<file path="config.mk">
export PLATFORM = sky130hd
export DESIGN_NAME = instr_fetch_unit
export DESIGN_NICKNAME = d
export VERILOG_FILES = /design/src/rtl/instr_fetch_unit_pkg.sv /design/src/rtl/instr_fetch_unit.sv
export SDC_FILE = /design/constraint.sdc
export NUM_CORES = 1
export LEC_CHECK = 0
export CAP_MARGIN = 20
export CORE_MARGIN = 2
export CORE_UTILIZATION = 30
export DETAILED_ROUTE_END_ITERATION = 6
export SLEW_MARGIN = 10
export SYNTH_ARGS = -nofsm -noshare
export SYNTH_HDL_FRONTEND = slang
export SYNTH_SLANG_ARGS = --single-unit
</file>
<file path="constraint.sdc">
create_clock -name clk -period 3.9 [get_ports clk]
set_clock_uncertainty 0.2 [all_clocks]
set_input_delay 1.17 -clock clk [delete_from_list [all_inputs] [get_ports clk]]
set_output_delay 1.17 -clock clk [all_outputs]
set_load 0.02 [all_outputs]
</file>
<file path="src/rtl/instr_fetch_unit_pkg.sv">
// Shared fetch-unit constants: FSM encodings and the NOP word,
// also used by the core's stall/trap logic.
package instr_fetch_unit_pkg;

    localparam logic [1:0] IDLE  = 2'd0;
    localparam logic [1:0] REQ   = 2'd1;
    localparam logic [1:0] FAULT = 2'd2;

    // addi x0, x0, 0
    localparam logic [31:0] NOP_INSTR = 32'h0000_0013;

endpackage

</file>
<file path="src/rtl/instr_fetch_unit.sv">
// Instruction fetch unit: one-entry tagged buffer in front of a
// multi-cycle req/ack instruction memory.
module instr_fetch_unit
    import instr_fetch_unit_pkg::*;
#(
    parameter int unsigned TIMEOUT_CYCLES = 255,
    parameter logic [31:0] NOP_INSTR = instr_fetch_unit_pkg::NOP_INSTR
) (
    input  logic        clk,
    input  logic        reset,
    input  logic [31:0] instr_addr,
    input  logic        flush,
    output logic [31:0] instr,
    output logic        instr_valid,
    output logic        fetch_fault,
    output logic        imem_req,
    output logic [31:0] imem_addr,
    input  logic        imem_ack,
    input  logic [31:0] imem_rdata,
    input  logic        imem_err
);

    localparam logic [7:0] CNT_LAST = 8'(TIMEOUT_CYCLES - 1);

    logic        buf_valid;
    logic [31:0] buf_tag;
    logic [31:0] buf_data;
    logic [1:0]  fsm;
    logic [7:0]  timeout_cnt;
    logic        req_stale;
    logic [31:0] fault_addr;

    logic hit;
    logic misaligned;

    assign misaligned  = |instr_addr[1:0];
    assign hit         = buf_valid && (buf_tag == instr_addr) && !flush;
    assign instr_valid = hit && !misaligned;
    assign instr       = instr_valid ? buf_data : NOP_INSTR;
    assign fetch_fault = misaligned ||
                         ((fsm == FAULT) && (instr_addr == fault_addr));

    always_ff @(posedge clk) begin
        if (reset) begin
            buf_valid   <= 1'b0;
            buf_tag     <= '0;
            buf_data    <= '0;
            fsm         <= IDLE;
            timeout_cnt <= '0;
            req_stale   <= 1'b0;
            fault_addr  <= '0;
            imem_req    <= 1'b0;
            imem_addr   <= '0;
        end else begin
            if (flush) buf_valid <= 1'b0;
            case (fsm)
                IDLE: begin
                    if (!hit && !misaligned) begin
                        imem_req    <= 1'b1;
                        imem_addr   <= instr_addr;
                        timeout_cnt <= '0;
                        fsm         <= REQ;
                    end
                end
                REQ: begin
                    if (flush) req_stale <= 1'b1;
                    if (imem_ack) begin
                        imem_req  <= 1'b0;
                        req_stale <= 1'b0;
                        // A flush seen at any point of the request
                        // makes its data untrustworthy.
                        if (req_stale || flush) begin
                            fsm <= IDLE;
                        end else if (imem_err) begin
                            fsm        <= FAULT;
                            fault_addr <= imem_addr;
                        end else begin
                            buf_valid <= 1'b1;
                            buf_tag   <= imem_addr;
                            buf_data  <= imem_rdata;
                            fsm       <= IDLE;
                        end
                    end else if (timeout_cnt == CNT_LAST) begin
                        imem_req   <= 1'b0;
                        req_stale  <= 1'b0;
                        fsm        <= FAULT;
                        fault_addr <= imem_addr;
                    end else begin
                        timeout_cnt <= timeout_cnt + 8'd1;
                    end
                end
                FAULT: begin
                    if (instr_addr != fault_addr) fsm <= IDLE;
                end
                default: fsm <= IDLE;
            endcase
        end
    end

endmodule

</file>
# --- Word level (Yosys, flattened, before mapping) ---
# Index checks and enable logic that the tools add are counted.
totals:
  regBits: 141
  out_inout_bits: 67
  inputBits: 69
  word_cells: 75
classes:
  muxes: 28
  eq_ne: 13
  n_reduce_logical: 22
  add_sub_neg: 1
  bitwise: 2
op_table:
  columns: ["op", "count"]
  rows:
  - ["32-bit 2-to-1 mux", 5]
  - ["32-bit equality test", 2]
  - ["32-bit inequality test", 1]
  - ["8-bit 2-to-1 mux", 3]
  - ["8-bit case mux with 2 select lines", 1]
  - ["2-bit 2-to-1 mux", 6]
  - ["4-bit AND reduction", 3]
  - ["1-bit 2-to-1 mux", 11]
  - ["8-bit by 1-bit adder with 8-bit output, second input constant", 1]
  - ["8-bit equality test, second input constant", 1]
  - ["2-bit inequality test, second input constant", 4]
  - ["2-bit case mux with 3 select lines", 1]
  - ["3-bit AND reduction", 2]
  - ["1-bit logical AND", 5]
  - ["2-bit by 1-bit inequality test with 1-bit output, second input constant", 2]
  - ["2-bit AND reduction", 2]
  - ["2-bit nonzero test", 2]
  - ["1-bit logical NOT", 3]
  - ["3-bit inequality test, second input constant", 1]
  - ["3-bit nonzero test", 1]
  - ["2-bit by 1-bit equality test with 1-bit output, second input constant", 1]
  - ["2-bit equality test, second input constant", 1]
  - ["2-bit logical NOT", 1]
  - ["1-bit logical OR", 2]
  - ["other kinds (3)", 4]

# --- Logic depth before layout (Yosys ltp) ---
# Gate-level depths: netlist (run 1).
logic_depth:
  ltp_word: 7
  mapped_depth: 8
  depth_no_buf: 7

# --- Least setup slack after synthesis (run 1) ---
# No wires, ideal clock.
synth_timing:
  path_type: "in2out"
  start: "input port instr_addr[30]"
  end: "output port instr[22]"
  slack_ns: -0.335
  arrival_time_ns: 2.865
  t_required_ns: 2.530
  cell_stages: 7
  n_path_buf: 1
  cell_sequence: "xnor2_1 > nand4_1 > nor4_1 > nand4_1 > nor3_2 > clkbuf_1 > and2_1"
synth_via:
  elab_chain_len: 5
synth_rtl:
  columns: ["element", "line", "source"]
  rows:
  - ["start, declared", "instr_fetch_unit.sv:11", "input logic [31:0] instr_addr,"]
  - ["32-bit equality test", "instr_fetch_unit.sv:37", "assign hit = buf_valid && (buf_tag == instr_addr) && !flush;"]
  - ["1-bit logical AND (2 in a row)", "instr_fetch_unit.sv:37", null]
  - ["1-bit logical AND", "instr_fetch_unit.sv:38", "assign instr_valid = hit && !misaligned;"]
  - ["net instr_valid", "instr_fetch_unit.sv:14", "output logic instr_valid,"]
  - ["32-bit 2-to-1 mux", "instr_fetch_unit.sv:39", "assign instr = instr_valid ? buf_data : NOP_INSTR;"]
  - ["end, declared", "instr_fetch_unit.sv:13", "output logic [31:0] instr,"]
# The timed path passes the listed nets, and every way through them passes these cells.

# --- Worst setup path in the final report (run 1) ---
layout_timing:
  start: "input port instr_addr[15]"
  end: "output port instr[8]"
layout_via:
  elab_chain_len: 5
layout_rtl:
  columns: ["element", "line"]
  rows:
  - ["32-bit equality test", "instr_fetch_unit.sv:37"]
  - ["1-bit logical AND (2 in a row)", "instr_fetch_unit.sv:37"]
  - ["1-bit logical AND", "instr_fetch_unit.sv:38"]
  - ["32-bit 2-to-1 mux", "instr_fetch_unit.sv:39"]
# No other way between the ends.

==> run metrics, run 1 <==
post-route ant nets=0; ANT cells=0; Adder-Cell Fraction of Synth Area=less than 1%; top_reg_cell synth=dfxtp_1; Max VDD drop=about 0.24 mV; Crit path arrival time=approximately 3 ns; Cell variety after synth=42; r2r setup slk=around 0.5 ns; Detailed Route WL=roughly 21000 µm; post-route setup slack=-0.409 ns; final design utilization=between 40% and 50%; top post-synthesis cells by area=dfxtp_1 46%, nand2_1 13%, a21oi_1 11%, xnor2_1 9.0%, nand3_1 3.0%; worst slew pin tran=0.603 ns; clock buffer depth=2; Synth top area share=46.3%; Rows=52; via/cell ratio=4.91; Synth Cell Area=roughly 6100 µm²; Final #Nets=1033; CP required=2.53 ns; initial antenna violation count=0; Worst setup EP type=primary output; crit path launch=instr_addr[15]; synth-to-layout area growth=58.0%; Final Hold Fails=0; leakage=between 0.003 and 0.004 µW; number of global-route vias before repair=about 5900; RePlAce Congestion=0.900; Synth Area in Compound Gates=15.7%; ratio of cells with drive above 1 in the final layout=between 20% and 30%; Post-synth EDFFs=0; DP HPWL=12800 µm; XOR/XNOR share of the synthesized area=a little under a tenth; failing checks=setup timing; drt wl/cell=around 17 µm; DIE HEIGHT=147 µm; CTS Sinks=between 100 and 150; Synthesized Nets=about 850; Max Freq=between 200 and 250 MHz; CTS tree=built; IO Pins=between 100 and 150; main combinational cell family by area after synthesis=simple AND/OR/NAND/NOR gates; minimum clock period=around 4.3 ns; flop and latch count out of synthesis=141; root buffer selected by CTS=clkbuf_16; gr usage total=19.4%; Total Power=about 3600 µW; final setup fails=34; Hold Path Class=flip-flop to flip-flop; Async SR Flop Fraction=0%; I/O Buffers=about 140; Tcrit/Tclk final=110%; outcome=finished, violations left; relative slew slack=59.6%; Overflow after GRT=0; post-synthesis simple-gate area fraction=roughly a quarter; Inserted Clock Buffers=17; unrepaired setup endpoints after global routing=true; r2r startpoint=buf_tag[19]; Slew Limit Fails=0; first-pass GRT wire length=between 30000 and 40000 µm; synth warn=0; clk slew on worst S/H paths=0.06 ns; die width=roughly 150 µm; power per cell area=roughly 370 nW/µm²; FF-to-FF path depth=20; Mapped Cells=approximately 770; max_cap viols=0; register area share after synthesis=between 40 and 50%; most common cell in the netlist=nand2_1; Post-route DRC=0; initial DRC count=between 400 and 500; Synth area leader=dfxtp_1; multiplexer share of the synthesized area=0%; largest net degree at the start of global routing=82; Crit Path Category=primary input to primary output; Syn Area/Cell=between 7 and 8 µm²; Synth top cells by count=204 x nand2_1, 141 x dfxtp_1, 133 x a21oi_1; Pre-antenna DRT Iters=5; Critical Path End=instr[8]; core area=a little over 20000 µm²; Initial Utilization=a little under a third; HP Start=buf_data[1]; via count=just over 6000; Hold Buf Count CTS=0; crit-path max FO=8; Skew-Pair Late Insertion Delay=0.43 ns; die area=between 20000 and 25000 µm²; CP Launch Type=primary input; worst reg2reg path endpoint=imem_addr[29]; H-tree Lvls=4
layout make-up:
class,instances,area (µm²)
Tap cell,270,338
Timing Repair Buffer,221,2110
Clock buffer,18,429
Multi-Input combinational cell,578,3730
Sequential cell,141,2820
Fill cell,1845,10500
Clock inverter,14,194
Inverter,3,11.3
routing by layer:
metal | global-route usage (%) | vias to the layer above | share of wire (%)
li1 | - | 3011 | -
met1 | 25.1 | 2820 | 45
met2 | 30.2 | 245 | 46
met3 | 5.34 | 38 | 6.6
met4 | 8.54 | 0 | 3.0
met5 | 0 | - | 0
layout by cell type (no fill, tap or decap), types with 2 or more instances in the layout:
master | synthesis | final
nand3_2 | 0 | 2
buf_4 | 0 | 77
or4_4 | 1 | 2
buf_8 | 0 | 4
or2_2 | 2 | 2
a21oi_1 | 133 | 130
or3_1 | 3 | 3
nand3_1 | 37 | 35
nor4_2 | 0 | 4
buf_6 | 0 | 52
nand4_1 | 23 | 23
inv_1 | 3 | 3
and2_4 | 0 | 29
clkbuf_16 | 0 | 18
dfxtp_1 | 141 | 141
xnor2_4 | 0 | 17
o21ai_0 | 31 | 28
xnor2_2 | 0 | 23
buf_12 | 0 | 5
nor4_1 | 6 | 2
ha_1 | 2 | 2
a31oi_1 | 2 | 2
clkdlybuf4s50_1 | 0 | 68
clkinv_2 | 0 | 2
a21oi_2 | 1 | 4
nor3b_1 | 2 | 2
nand2_1 | 204 | 203
o21ai_1 | 0 | 2
clkinvlp_4 | 0 | 5
buf_2 | 0 | 11
xnor2_1 | 63 | 23
a211oi_1 | 2 | 2
clkdlybuf4s15_2 | 0 | 2
nor3_4 | 0 | 2
clkinv_4 | 0 | 2
bufinv_16 | 0 | 4
nand2b_1 | 6 | 6
and4_1 | 2 | 2
nor2_1 | 7 | 6
critical path: stages:
cell	delay, ns
buf_8	0.11
xnor2_4	0.18
nand4_1	0.15
nor4_2	0.32
nand4_1	0.22
nor3_4	0.27
buf_6	0.15
buf_12	0.12
and2_4	0.14
buf_6	0.11
where the power goes:
| part | total (µW) | switching, µW | internal [µW] | leakage, µW |
|---|---|---|---|---|
| combinational | 395 | 192 | 202 | 0.00196 |
| clock | 1730 | 658 | 1070 | 0.000289 |
| sequential | 1490 | 23.5 | 1460 | 0.00114 |
| total | 3610 | 874 | 2740 | 0.00339 |
timing repair:
action / in CTS / in global routing
resized for setup: 389 / 40
gates cloned: 2 / 1
buffers inserted: 29 / 3
pin swaps: 52 / 34
endpoints found under the setup margin: 34 / 73
worst min path at each step:
stage	slack, ns	cells past startpoint	end
floorplan	0.23	2	buf_data[0]
global placement	0.24	2	buf_data[1]
detailed placement	0.24	2	buf_data[4]
CTS	0.25	2	buf_data[4]
global route	0.26	2	buf_data[4]
finish	0.25	2	buf_data[1]
cells by family (layout without fill, tap and decap cells):
group	count (synthesis)	after routing
flops	141	141
compound gates	180	180
simple gates	332	332
fa+ha+maj	2	2
buf+inv	55	256
xor+xnor	64	64
per-stage QoR:
| stage | hold WS [ns] | setup TNS (ns) | instances | area [µm²] | setup WS (ns) |
|---|---|---|---|---|---|
| after detailed placement | 0.243 | -43.73 | 1188 | 8340 | -1.33 |
| after CTS | 0.251 | -11.77 | 1250 | 9530 | -0.399 |
| after global routing | 0.264 | -17.50 | 1245 | 9640 | -0.536 |
| final | 0.248 | -12.88 | 1245 | 9640 | -0.409 |
| after floorplan | 0.231 | -3.15 | 774 | 6340 | -0.130 |
| after global placement | 0.239 | -43.85 | 1188 | 8340 | -1.33 |
state kept, by name, summed over array words and instances, names as in the netlist:
signal / flops
timeout_cnt: 8
buf_data: 32
fault_addr: 32
req_stale: 1
buf_valid: 1
buf_tag: 32
imem_addr: 32
fsm: 2
imem_req: 1
(Power assumes the default switching activity.)
==> run 2, diff against run 1 <==
--- a/config.mk
+++ b/config.mk
@@ -7,8 +7,9 @@
 export LEC_CHECK = 0
 export CAP_MARGIN = 20
 export CORE_MARGIN = 2
-export CORE_UTILIZATION = 30
+export CORE_UTILIZATION = 46
 export DETAILED_ROUTE_END_ITERATION = 6
+export PLACE_DENSITY = 0.77
 export SLEW_MARGIN = 10
 export SYNTH_ARGS = -nofsm -noshare
 export SYNTH_HDL_FRONTEND = slang
==> run metrics, run 2 (synthesis gave the netlist of run 1 again) <==
Post-route DRC=0; Final Hold Fails=0; worst reg2reg path endpoint=imem_addr[7]; slowest stage delay, CP=approximately 0.32 ns; Hold Buf Count CTS=0; top layer reached by signal wires=met4; power per cell area=347 nW/µm²; Hold Path Class=flip-flop to flip-flop; die area=approximately 14000 µm²; leakage=~0.0033 µW; Sw Share=roughly a quarter; number of global-route vias before repair=just over 6000; Inserted Clock Buffers=17; CP Launch Type=primary input; Critical Path Slowest Stage Cell=nor4_2; switching pwr=767 µW; CP required=approximately 2.5 ns; Tcrit/Tclk final=113%; Rows=between 40 and 50; wire length on met1=about 7700 µm; crit-path max FO=8; H-tree Lvls=4; Skew-Pair Late Insertion Delay=around 0.43 ns; max_cap viols=0; r2r setup slk=1.20 ns; post-route ant nets=0; worst slew pin tran=0.584 ns; RePlAce Congestion=roughly 0.88; post-route setup slack=-0.494 ns; via/cell ratio=~5.5; CTS Sinks=approximately 140; met2 WL=about 9900 µm; Detailed Route WL=20000 µm; WL met3=about 1800 µm; Pre-antenna DRT Iters=5; r2r startpoint=buf_tag[2]; Clock Power Share=between 40% and 50%; ratio of cells with drive above 1 in the final layout=between 20% and 30%; Fin Setup TNS=-15.63 ns; CTS tree=built; Final #Nets=a little over 1000; worst path bufs/invs=4; minimum clock period=between 4 and 5 ns; HP Start=buf_data[26]; Crit Path Category=primary input to primary output; pre-CTS setup slack=-1.25 ns; final setup fails=33; gr usage total=roughly 28%; drt wl/cell=between 15 and 20 µm; Slew Limit Fails=0; via count=approximately 6400; DP HPWL=about 12000 µm; FF-to-FF path depth=10; clock buffer depth=2; Worst Hold Path EP=buf_data[26]; P_int=approximately 2500 µW; first-pass GRT wire length=about 32000 µm; failing checks=setup timing; delay-heaviest family, CP=simple AND/OR/NAND/NOR gates; Initial Utilization=46.6%; Crit path arrival time=a little over 3 ns; root buffer selected by CTS=clkbuf_16; Max Freq=between 200 and 250 MHz; outcome=finished, violations left; relative slew slack=around three fifths; I/O Buffers=about 140; initial antenna violation count=1; Worst setup EP type=primary output; Cell Chain, Critical Path=buf_4 -> xnor2_4 -> nand4_1 -> nor4_2 -> nand4_1 -> nor3_4 -> buf_6 -> buf_16 -> and2_4 -> buf_6; unrepaired setup endpoints after global routing=true; IO Pins=about 140; Reg power frac=between 40% and 50%; die width=~120 µm; Overflow after GRT=0; initial DRC count=around 600; clk slew on worst S/H paths=roughly 0.050 ns; leading cell type in the layout, fill and taps excluded=nand2_1; synth-to-layout area growth=53.0%; DIE HEIGHT=about 120 µm; WHS Path Cells=2; fillers=between 900 and 1000; logic gate share of total power=11.7%; core area=13100 µm²; commonest cells after routing, fill and taps aside=203 x nand2_1, 141 x dfxtp_1, 132 x a21oi_1, 83 x buf_4, 68 x clkdlybuf4s50_1; largest net degree at the start of global routing=slightly above 60; Max VDD drop=approximately 0.33 mV
[run 2: power groups by stage]
stage | Sequential [µW] | Combinational (µW) | Clock [µW]
2_1_floorplan | 1530 | 120 | 0
3_3_place_gp | 1520 | 334 | 0
3_5_place_dp | 1520 | 335 | 0
4_1_cts | 1490 | 365 | 1390
5_1_grt | 1490 | 402 | 1450
6_report | 1490 | 381 | 1370
[run 2: area by class of cell]
class	count	area, µm²	area share (%)
Antenna cell	1	2.50	0.0268
Tap cell	176	220	2.36
Sequential cell	141	2820	30.2
Multi-Input combinational cell	578	3690	39.5
Timing Repair Buffer	223	2100	22.5
Clock inverter	4	20.0	0.214
Clock buffer	22	464	4.97
Inverter	3	11.3	0.121
[run 2: routing by layer]
layer,vias to the layer above,global-route usage (%)
li1,2996,-
met1,2974,34.4
met2,335,48.3
met3,52,6.51
met4,0,12.3
met5,-,0
[run 2: through the flow]
step	area [µm²]	std cells	total power, µW	utilization (%)	hold WS [ns]
5_1_grt	9330	1147	3340	71.3	0.274
3_3_place_gp	8220	1097	1850	62.8	0.237
6_report	9330	1148	3240	71.3	0.256
2_1_floorplan	6340	774	1650	-	0.231
4_1_cts	9200	1147	3240	70.3	0.254
3_5_place_dp	8220	1097	1850	62.8	0.243
[run 2: worst min-delay path, cell delays in order (launching register included)]
cell	delay [ns]
dfxtp_1	0.31
nand2_1	0.05
a21oi_1	0.05
[run 2: what timing repair did]
item	in CTS	in global routing
resized for setup	389	24
pin swaps	48	21
cloned	3	0
setup endpoints to repair	34	34
setup buffers	21	2
[run 2: worst max-delay path by stage]
stage | startpoint | endpoint | slack (ns) | cells after the start
after floorplan | instr_addr[24] | instr[22] | -0.13 | 7
after global placement | instr_addr[24] | instr[7] | -1.22 | 9
after detailed placement | instr_addr[24] | instr[17] | -1.25 | 9
after CTS | instr_addr[24] | instr[9] | -0.38 | 11
after global routing | instr_addr[16] | instr[31] | -0.59 | 10
final | instr_addr[10] | instr[31] | -0.49 | 10
==> RTL change 1 (flow settings as in run 1) <==
Reset style: asynchronous (`reset`), changed in one clocked block.
--- a/src/rtl/instr_fetch_unit.sv
+++ b/src/rtl/instr_fetch_unit.sv
@@ -40,7 +40,7 @@
     assign fetch_fault = misaligned ||
                          ((fsm == FAULT) && (instr_addr == fault_addr));
 
-    always_ff @(posedge clk) begin
+    always_ff @(posedge clk or posedge reset) begin
         if (reset) begin
             buf_valid   <= 1'b0;
             buf_tag     <= '0;
Behaviour: differs if reset is asserted again (counterexample within 4 cycles, from zero or initial values and one cycle with reset high); with reset held inactive, the same outputs for 4 cycles.
==> RTL change 1 against run 1 <==
- synthesized area grew 4.0%
- sequential cell count is the same
- synthesized cell count shrank 38%
- wire length shrank 24%
- the run still ends with setup timing left
- worst setup slack gained 0.046 ns
- final cell count shrank 23%
- design area shrank 1.8%
- maximum frequency grew 1.1%
Power is not compared: it rests on default switching activity, and its combinational part moved more than twofold at a synthesized area within 25%.
==> RTL change 1: results <==
metrics = {
    "outcome": {
        "outcome": "complete, but fails checks",
        "violations": "setup timing",
    },
    "layout": {
        "drive_gt1_share_pct": 47.8,
        "fillers": 1885,
        "final_nets": 744,
    },
    "grt": {
        "gr-usage-met2_pct": 23.8,
        "grt_pass1_vias": 4636,
        "antenna_found_initial": 1,
        "grt_pass1_wl_um": 25200,
        "grtUsageTotal_pct": 14.8,
        "grt_max_degree": 110,
        "met1_usage_pct": 19.8,
        "gr-usage-met3_pct": 3.84,
    },
    "timing": {
        "setup_viol": 34,
        "final.setup.worst_slack_ns": -0.364,
        "worst_pin_slew_ns": 0.605,
        "finalSetupTns_ns": -10.68,
    },
    "power": {
        "ir_drop_mv": 0.313,
        "leakage_nw": 4.23,
        "p_int_w": 0.00391,
    },
    "routing": {
        "drtPass1Iterations": 5,
        "wl_um": 15900,
        "drtIter0Drc": 142,
        "vias_per_cell": 4.55,
    },
    "placement": {
        "gp_congestion": 0.728,
        "portBuffers": 135,
        "dp_hpwl_um": 10800,
    },
    "cts": {
        "clock-root-buffer": "clkbuf_16",
        "cts_max_path_buffers": 2,
        "clk_pin_slew_ns": 0.06,
        "h-tree-depth": 4,
        "insertion_delay_ns": 0.43,
        "cts-hold-fix-buffers": 0,
        "numCtsBuffers": 17,
    },
    "logic_synthesis": {
        "ys_warn_count": 0,
        "yosysUniqueCellTypes": 38,
        "synth-seq-area-share_pct": 55.6,
        "synth_nets": 549,
        "yosys-top-cells-count": "dfrtp_1 (141), mux2_2 (116), xnor2_1 (46)",
        "synth_area_leaders": "dfrtp_1 (56%), mux2_2 (21%), xnor2_1 (6.3%)",
        "ys_async_sr_fraction_pct": 100,
    },
    "setup_path": {
        "critPathArrivalTime_ns": 2.89,
        "worstPathMaxFanout": 8,
        "worstRegToRegCells": 8,
    },
    "min_path": {
        "hp-class": "flip-flop to flip-flop",
        "holdPathStages": 2,
    },
}
-- RTL change 1: changes by cell type in the layout (fill, tap and decap cells not counted), sizes merged, moves of 17 or more --
cell and delta:
nand3 -29, nand2 -189, buf -50, dfrtp +141, xnor2 -17, o21ai -25
mux2 +126, a21oi -126, dfxtp -141
-- RTL change 1: worst paths after layout --
path                       slack [ns]            to           from
max                             -0.36     instr[18]  instr_addr[2]
min                              0.30     req_stale      req_stale
max reg2reg                      1.33  imem_addr[4]     buf_tag[2]
min reg2reg                      0.30     req_stale      req_stale
max in group asynchronous        1.94   buf_tag[29]          reset
min in group asynchronous        1.06  buf_data[30]          reset
-- RTL change 1: worst max-delay path: stages --
cell and delay (ns):
buf_8 0.10, xor2_4 0.15, or4_4 0.56, nor4_4 0.16, buf_6 0.17, and3_4 0.29, and2_4 0.17, buf_6 0.11
-- RTL change 1: cell families after synthesis --
group	share of synthesized area (%)
flops	55.6
mux	22.4
compound gates	2.33
buf+inv	1.89
fa+ha+maj	0.394
simple gates	9.03
xor+xnor	8.42
-- RTL change 1: repair_timing --
action                                  4_1_cts  5_1_grt
gates cloned                                  3        0
gates resized for setup                     319       32
endpoints found under the setup margin       34       34
buffers inserted                              8        0
pin swaps                                    51       30
-- RTL change 1: power by group through the flow --
stage | registers [W] | clock network (W) | logic (W)
floorplan | 0.00239 | 0 | 0.000817
global placement | 0.00235 | 0 | 0.00138
detailed placement | 0.00238 | 0 | 0.00141
CTS | 0.00239 | 0.00173 | 0.00149
global route | 0.00248 | 0.00179 | 0.00160
finish | 0.00240 | 0.00169 | 0.00148
-- RTL change 1: cell type report --
cell class | instances | share of cell area, %
antenna | 1 | 0.0264
clock buffer | 17 | 4.49
clock inverter | 15 | 1.99
inverter | 7 | 0.317
multi-input combinational | 315 | 32.7
sequential | 141 | 37.3
tap | 275 | 3.63
timing repair buffer | 191 | 19.6
-- RTL change 1: per-stage QoR --
stage	cells	utilization, %	cell area, sq um	worst slack (ns)	power, W
6_report	962	45.3	9470	-0.364	0.00557
3_5_place_dp	918	40.3	8410	-1.36	0.00379
3_3_place_gp	918	40.3	8410	-1.33	0.00373
4_1_cts	961	44.9	9380	-0.493	0.00560
2_1_floorplan	478	-	6420	-0.152	0.00320
5_1_grt	961	45.3	9470	-0.421	0.00587
-- RTL change 1: routing by layer --
layer	share of wire, %	vias to the layer above
met5	0	-
met4	0.86	0
met3	5.3	18
met2	48	123
met1	46	2171
li1	-	2063
==> RTL change 2 (config.mk and constraints of run 1) <==
Without the edit above. The parameter `TIMEOUT_CYCLES` goes from 255 to 191.
--- a/src/rtl/instr_fetch_unit.sv
+++ b/src/rtl/instr_fetch_unit.sv
@@ -3,7 +3,7 @@
 module instr_fetch_unit
     import instr_fetch_unit_pkg::*;
 #(
-    parameter int unsigned TIMEOUT_CYCLES = 255,
+    parameter int unsigned TIMEOUT_CYCLES = 191,
     parameter logic [31:0] NOP_INSTR = instr_fetch_unit_pkg::NOP_INSTR
 ) (
     input  logic        clk,
Formal check against the unedited RTL: no difference found for any inputs over 4 cycles, from zero or initial values and one cycle with reset high; that may be too few to reach the edited logic, so the function may still have changed.
==> RTL change 2 against run 1 <==
- the run still ends with setup timing left
- total power down 8.2%
- sequential power about the same
- critical endpoint is now instr[10]
- critical path type unchanged
- via count fell by 5.4%
- worst setup slack worse by 0.36 ns
- sequential cell count unchanged
- sequential share of layout area rose by 1.4 points
- synthesized area is 2.1% higher
- wire length shrank 7.4%
- register-to-register slack better by 0.19 ns
- largest cell class unchanged
- design area shrank 4.4%
==> RTL change 2: results <==
metrics = {
    "outcome": {
        "outcome": "complete, but fails checks",
        "violations": "setup timing",
    },
    "timing": {
        "finalSetupTns_ns": -24.43,
        "maxSlewHeadroom_pct": 64.0,
        "setup_viol": 33,
        "final.setup.worst_slack_ns": -0.772,
    },
    "setup_path": {
        "critPathArrivalTime_ns": 3.30,
        "crit_path_max_incr_delay_ns": 0.60,
        "worstPathMaxFanout": 8,
        "slowest_stage": "or4b_4",
        "cpLargestDelayFamily": "simple AND/OR/NAND/NOR gates",
    },
    "cts": {
        "numCtsBuffers": 17,
        "h-tree-depth": 4,
        "clock-root-buffer": "clkbuf_16",
        "insertion_delay_ns": 0.42,
        "clk_pin_slew_ns": 0.06,
        "cts_max_path_buffers": 2,
    },
    "placement": {
        "gp_congestion": 0.795,
        "pre_cts_ws_ns": -1.60,
        "portBuffers": 135,
        "dp_hpwl_um": 12600,
    },
    "logic_synthesis": {
        "ys_warn_count": 0,
        "synth_nets": 833,
        "ys_async_sr_fraction_pct": 0,
        "yosysUniqueCellTypes": 37,
        "synthFlopType": "dfxtp_1",
        "synth_area_leaders": "dfxtp_1 (45%), nand2_1 (12%), a21oi_1 (8.4%)",
        "synth-seq-area-share_pct": 45.3,
        "yosys-top-cells-count": "nand2_1 (198), dfxtp_1 (141), a21oi_1 (105)",
    },
    "grt": {
        "grt_pass1_wl_um": 30500,
        "grtUsageTotal_pct": 17.7,
        "grt_max_degree": 87,
        "antenna_found_initial": 0,
        "grt_pass1_vias": 5540,
    },
    "layout": {
        "final_nets": 1009,
        "drive_gt1_share_pct": 26.9,
    },
    "routing": {
        "drtIter0Drc": 440,
        "wl_per_cell_um": 15.9,
        "drtPass1Iterations": 6,
        "vias": 5784,
        "route.detailed.drc": 0,
    },
    "power": {
        "leakage_nw": 3.29,
        "ir_drop_mv": 0.296,
    },
    "min_path": {
        "hp-class": "flip-flop to flip-flop",
    },
}
-- RTL change 2: kinds of logic after synthesis --
logic type / after synthesis / share of synthesized area, %
buffers and inverters: 56 / 3.94
xor gates and xnor gates: 66 / 9.28
DFF: 141 / 45.3
and+or+nand+nor: 350 / 28.6
AOI/OAI and AO/OA: 147 / 12.4
adders and majority gates: 2 / 0.402
-- RTL change 2: worst paths after layout --
kind                               startpoint             end  cells after the start  slack, ns
worst min register to register   buf_data[21]    buf_data[21]                      2       0.25
worst min-delay path             buf_data[21]    buf_data[21]                      2       0.25
worst max-delay path            instr_addr[5]       instr[10]                     11      -0.77
worst max register to register    buf_tag[14]  timeout_cnt[2]                     20       0.69
-- RTL change 2: per-layer routing --
layer  track usage, %  share of wire, %  wire, um
met3             3.71               5.8      1130
met2             29.1                48      9240
met1             23.6                45      8750
met5                0                 0         0
met4             5.24               1.3       250
-- RTL change 2: what timing repair did --
item,in CTS,in global routing
setup buffers,20,2
resized for setup,365,29
endpoints found under the setup margin,34,35
pin swaps,36,17
cloned,2,0
-- RTL change 2: cell type report --
class	count	area (sq um)
Antenna cell	1	2.50
Clock buffer	18	439
Clock inverter	13	93.8
Fill cell	1962	11100
Inverter	3	11.3
Multi-Input combinational cell	565	3590
Sequential cell	141	2820
Tap cell	270	338
Timing Repair Buffer	210	1920
-- RTL change 2: stage by stage --
| step | instance area, sq um | std cells |
|---|---|---|
| 3_3_place_gp | 8180 | 1168 |
| 2_1_floorplan | 6270 | 762 |
| 4_1_cts | 9150 | 1221 |
| 5_1_grt | 9210 | 1220 |
| 6_report | 9210 | 1221 |
| 3_5_place_dp | 8180 | 1168 |
-- RTL change 2: where the power goes --
part / leakage, nW / internal (W) / switching, W
Combinational: 1.90 / 0.000170 / 0.000175
Sequential: 1.14 / 0.00146 / 0.0000242
Clock: 0.254 / 0.000826 / 0.000653
-- RTL change 2: tightest hold or removal path: stages (launching register included) --
cell,delay (ns)
dfxtp_1,0.30
nand2_1,0.05
a21oi_1,0.05
